### config.mk
export PLATFORM = sky130hd
export DESIGN_NAME = bin_to_bcd_converter
export DESIGN_NICKNAME = d
export VERILOG_FILES = /design/src/rtl/bin_to_bcd_converter.sv
export SDC_FILE = /design/constraint.sdc
export NUM_CORES = 1
export LEC_CHECK = 0
export BUFFER_PORTS_ARGS = -buffer_cell sky130_fd_sc_hd__buf_2
export CAP_MARGIN = 40
export CORE_ASPECT_RATIO = 0.6
export CORE_MARGIN = 2
export CORE_UTILIZATION = 40
export CTS_CLUSTER_SIZE = 20
export DETAILED_ROUTE_END_ITERATION = 8
export GPL_ROUTABILITY_DRIVEN = 0
export PLACE_DENSITY = 0.68
export SLEW_MARGIN = 25
export SYNTH_ARGS = -nofsm -noshare
export SYNTH_HDL_FRONTEND = slang
export SYNTH_SLANG_ARGS = --single-unit
### constraint.sdc
create_clock -name clk -period 2 [get_ports clk]
set_input_delay 0.2 -clock clk [delete_from_list [all_inputs] [get_ports clk]]
set_output_delay 0.2 -clock clk [all_outputs]
set_load 0.05 [all_outputs]
### src/rtl/bin_to_bcd_converter.sv
`default_nettype none
// ============================================================================
// Module      : bin_to_bcd_converter
// Description : Sequential double-dabble converter from unsigned binary to four
//               BCD digits, saturating at 9999 with an overflow flag.
// Revision    : 1.0 - initial release
// ============================================================================
module bin_to_bcd_converter #(
    parameter int IN_WIDTH  = 16,
    parameter int MAX_VALUE = 9999
) (
    input  logic                clk,
    input  logic                reset,
    input  logic [IN_WIDTH-1:0] bin_in,
    input  logic                in_valid,
    output logic                in_ready,
    output logic                busy,
    output logic                out_valid,
    output logic                overflow,
    output logic [3:0]          bcd_0,
    output logic [3:0]          bcd_1,
    output logic [3:0]          bcd_2,
    output logic [3:0]          bcd_3
);

    localparam int                  c_SHREG_W  = 14;
    localparam logic [IN_WIDTH-1:0] c_MAX_IN   = IN_WIDTH'(MAX_VALUE);
    localparam logic [13:0]         c_MAX_SR   = 14'(MAX_VALUE);
    localparam logic [3:0]          c_LAST_CNT = 4'(c_SHREG_W - 1);

    typedef enum logic [1:0] {
        ST_IDLE  = 2'd0,
        ST_SHIFT = 2'd1,
        ST_DONE  = 2'd2
    } state_t;

    state_t      r_state;
    state_t      w_state_next;

    logic [13:0] r_shreg;
    logic [15:0] r_scratch;
    logic [3:0]  r_cnt;
    logic        r_ovf_pending;
    logic [15:0] r_bcd;
    logic        r_overflow;
    logic        r_out_valid;

    logic        w_sat;
    logic [13:0] w_sat_val;
    logic [15:0] w_adj;
    logic        w_accept;

    // Saturation is decided on the full input width, so upper bits never leak in.
    assign w_sat     = (bin_in > c_MAX_IN);
    assign w_sat_val = w_sat ? c_MAX_SR : bin_in[13:0];
    assign w_accept  = (r_state == ST_IDLE) && in_valid && !reset;

    genvar gi;
    generate
        for (gi = 0; gi < 4; gi++) begin : g_adj
            assign w_adj[gi*4 +: 4] = (r_scratch[gi*4 +: 4] >= 4'd5)
                                    ? (r_scratch[gi*4 +: 4] + 4'd3)
                                    : r_scratch[gi*4 +: 4];
        end
    endgenerate

    always_ff @(posedge clk) begin
        if (reset) begin
            r_state <= ST_IDLE;
        end else begin
            r_state <= w_state_next;
        end
    end

    always_comb begin
        w_state_next = r_state;
        case (r_state)
            ST_IDLE: begin
                if (in_valid) begin
                    w_state_next = ST_SHIFT;
                end
            end
            ST_SHIFT: begin
                if (r_cnt == c_LAST_CNT) begin
                    w_state_next = ST_DONE;
                end
            end
            ST_DONE: begin
                w_state_next = ST_IDLE;
            end
            default: begin
                w_state_next = ST_IDLE;
            end
        endcase
    end

    always_ff @(posedge clk) begin
        if (reset) begin
            r_shreg       <= '0;
            r_scratch     <= '0;
            r_cnt         <= '0;
            r_ovf_pending <= 1'b0;
            r_bcd         <= '0;
            r_overflow    <= 1'b0;
            r_out_valid   <= 1'b0;
        end else begin
            r_out_valid <= 1'b0;
            case (r_state)
                ST_IDLE: begin
                    if (w_accept) begin
                        r_shreg       <= w_sat_val;
                        r_ovf_pending <= w_sat;
                        r_scratch     <= '0;
                        r_cnt         <= '0;
                    end
                end
                ST_SHIFT: begin
                    // Adjust then shift: the shreg MSB enters the scratch LSB.
                    r_scratch <= {w_adj[14:0], r_shreg[13]};
                    r_shreg   <= {r_shreg[12:0], 1'b0};
                    r_cnt     <= r_cnt + 4'd1;
                end
                ST_DONE: begin
                    r_bcd       <= r_scratch;
                    r_overflow  <= r_ovf_pending;
                    r_out_valid <= 1'b1;
                end
                default: begin
                    r_out_valid <= 1'b0;
                end
            endcase
        end
    end

    assign in_ready  = (r_state == ST_IDLE) && !reset;
    assign busy      = (r_state == ST_SHIFT) || (r_state == ST_DONE);
    assign out_valid = r_out_valid;
    assign overflow  = r_overflow;
    assign bcd_0     = r_bcd[3:0];
    assign bcd_1     = r_bcd[7:4];
    assign bcd_2     = r_bcd[11:8];
    assign bcd_3     = r_bcd[15:12];

endmodule
`default_nettype wire
==> metrics <==
outcome=complete, no violations; syn_nets=between 300 and 400; pre-CTS setup slack=about 0.22 ns; commonest non-fill, non-tap cell in the layout=dfxtp_1; CP delay by family, top=simple AND/OR/NAND/NOR gates; die area=7090 sq um; WL final=5610 microns; R2R Setup Slk=0.20 ns; clock skew=between 0.005 and 0.006 ns; CTS Hold Bufs=0; core area=between 6000 and 7000 sq um; Die W=about 110 microns; met2 usage=a little under a quarter; worst skew pair latency=about 0.31 ns; cts bufs inserted=5; Layout area overhead=15.8%; Cell Chain, Critical Path=inv_1 > ha_1 > and3b_1 > nor2_2 > buf_4 > nand2_1 > a221oi_1; share of flip-flops with an asynchronous set or reset=0%; synthesized flop and latch total=between 50 and 60; Reg-to-Reg End=r_shreg[9]$_SDFFE_PP0P_; Slew Viols, Final=0; Worst EP required=~2.2 ns; H-Tree Level Count=2; Detailed Route Iter0 Violations=~120; Worst setup EP type=flop; postcts setup bufs=0; sequential share of the synthesized area=42.9%; initial antenna violation count=0; hpwl dp=between 4000 and 5000 microns; worst relative slew slack=between 60% and 70%; num rows=22; CP Launch Type=flop; vias in the first global route=roughly 1900; Ant. Diodes=0; met1 usage=between 20% and 30%; clock slew at reported path FFs=0.09 ns; final setup vio count=0; first-pass GRT wire length=between 9000 and 10000 microns; worst path arrival time=approximately 2.0 ns; worst-path maximum fanout=8; beginning of the critical path=r_state[0]$_SDFFE_PP0P_; CTS max path bufs=2; GRT Total Usage=17.0%; Worst Setup Slack, final=slightly below 0.2 ns; Final period util=between 90 and 100%; Cell Pwr Density=around 670 nW/um^2; residual DRC count=0; RSZ-0062 raised after global routing=false; crit-path max cell delay=0.36 ns; Mapped Cells=280; post_cts resized=0; TritonCTS clock tree=yes; Initial Util=~42%; Post-synth EDFFs=0; Nets=between 300 and 400; Post-Syn Area=roughly 2600 sq um; fillers=around 600; GR Overflow Total=0; min cycle time layout=about 1.8 ns; Hold/Removal Path Class=input pin to flop; Die Y-Extent=between 60 and 70 microns; Post-DRT Antenna Nets=0; Avg WL per Cell=between 10 and 15 microns; Max Freq=about 550 MHz; layout cell share with drive strength beyond 1=19.8%; Max VDD drop=0.000301 V; IO Port Bufs=38; via count=about 2100; worst path bufs/invs=2; DRT Pass-1 Iters=4; Worst Setup EP=r_shreg[9]$_SDFFE_PP0P_; number of max-cap violations=0; Ports=39; largest net degree at the start of global routing=51; CTS sink cnt=between 50 and 60; gr busiest metal=met1; reg2reg path depth=7; Final Hold Fails=0; commonest non-fill, non-tap cells in the layout=dfxtp_1 (55), buf_2 (38), nor2_1 (22), mux2i_1 (22); vias per cell=5.17; leak pwr=about 1.2 nW; grt met3 use=around 4.6%; Netlist cell types=38; slew of the pin with the lowest slew margin=roughly 0.59 ns; ys flop type=dfxtp_1; Slowest-stage cell, CP=dfxtp_1; Syn Area/Cell=between 9 and 10 sq um; root buffer cell=clkbuf_8; Crit Path Category=flop to flop; Synth warnings=0; TNS Setup=0 ns; Crit path depth=7; Reg2Reg Launch Point=r_state[0]$_SDFFE_PP0P_
[power by group]
group          internal (mW)  switching (mW)
registers               1.12          0.0167
logic                 0.0789           0.146
clock network          0.273           0.346
total                   1.47           0.508
[registers in the layout, summed over array words and instances, names as in the netlist]
signal         count
out_valid          1
overflow           1
r_bcd             16
r_cnt              4
r_ovf_pending      1
r_scratch         16
r_shreg           14
r_state            2
[through the flow]
step	utilization [%]	total power, mW	cell area (sq um)	hold slack, ns	instances
floorplan	-	1.30	2560	0.317	280
global placement	46.8	1.38	2880	0.417	400
detailed placement	46.8	1.38	2880	0.430	400
CTS	48.2	1.99	2970	0.109	407
global route	48.2	2.07	2970	0.105	407
finish	48.2	1.98	2970	0.112	407
[worst reg2reg max path: stages (launching register included)]
cell	delay, ns
dfxtp_1	0.36
inv_1	0.07
ha_1	0.25
and3b_1	0.23
nor2_2	0.28
buf_4	0.22
nand2_1	0.06
a221oi_1	0.24
[cell families (layout without fill, tap and decap cells)]
logic type / Yosys count / in the layout / synth area share (%)
AOI/OAI and AO/OA: 70 / 70 / 17.7
muxes: 22 / 22 / 8.59
and+or+nand+nor: 79 / 79 / 16.4
DFF: 55 / 55 / 42.9
buffers and inverters: 35 / 78 / 6.00
adders and majority gates: 13 / 13 / 6.34
xor gates and xnor gates: 6 / 6 / 2.05
[layout make-up]
cell class | instances | area (sq um) | share of cell area (%)
clock buffers | 6 | 82.6 | 2.78
well taps | 84 | 105 | 3.54
inverters | 19 | 71.3 | 2.40
multi-input cells | 190 | 1310 | 44.1
clock inverters | 1 | 5.00 | 0.168
flip-flops and latches | 55 | 1100 | 37.1
repair buffers | 52 | 295 | 9.94
[synth_stat cells, drive strengths merged (2+ instances only)]
cell type	n	area [sq um]
mux2i	22	220
nor4	3	25.0
xnor2	4	35.0
a31oi	6	37.5
ha	13	163
and2	3	18.8
a221oi	7	61.3
a211oi	3	22.5
nor2	23	88.8
buf	10	60.1
nand2b	6	37.5
a21oi	18	90.1
nor2b	3	18.8
xor2	2	17.5
inv	19	71.3
nand3	6	30.0
clkbuf	6	22.5
a22o	8	70.1
o21ai	20	104
nor3	8	45.0
nand2	13	48.8
nand3b	2	18.8
o2bb2ai	6	52.6
nor3b	9	67.6
dfxtp	55	1100
[metal layers]
layer | wire, microns | up-vias
li1 | - | 1072
met1 | 2990 | 972
met2 | 2190 | 51
met3 | 369 | 10
met4 | 60 | 0
met5 | 0 | -
[how the worst min path moves through the flow]
stage | cells after the start | slack (ns) | from | to
after floorplan | 1 | 0.32 | bin_in[11] | r_shreg[11]$_SDFFE_PP0P_
after global placement | 2 | 0.42 | bin_in[4] | r_shreg[4]$_SDFFE_PP0P_
after detailed placement | 2 | 0.43 | bin_in[4] | r_shreg[4]$_SDFFE_PP0P_
after CTS | 2 | 0.11 | bin_in[6] | r_shreg[6]$_SDFFE_PP0P_
after global routing | 2 | 0.11 | bin_in[5] | r_shreg[5]$_SDFFE_PP0P_
final | 2 | 0.11 | bin_in[6] | r_shreg[6]$_SDFFE_PP0P_
Note: power is estimated with default switching activity, not from simulation.
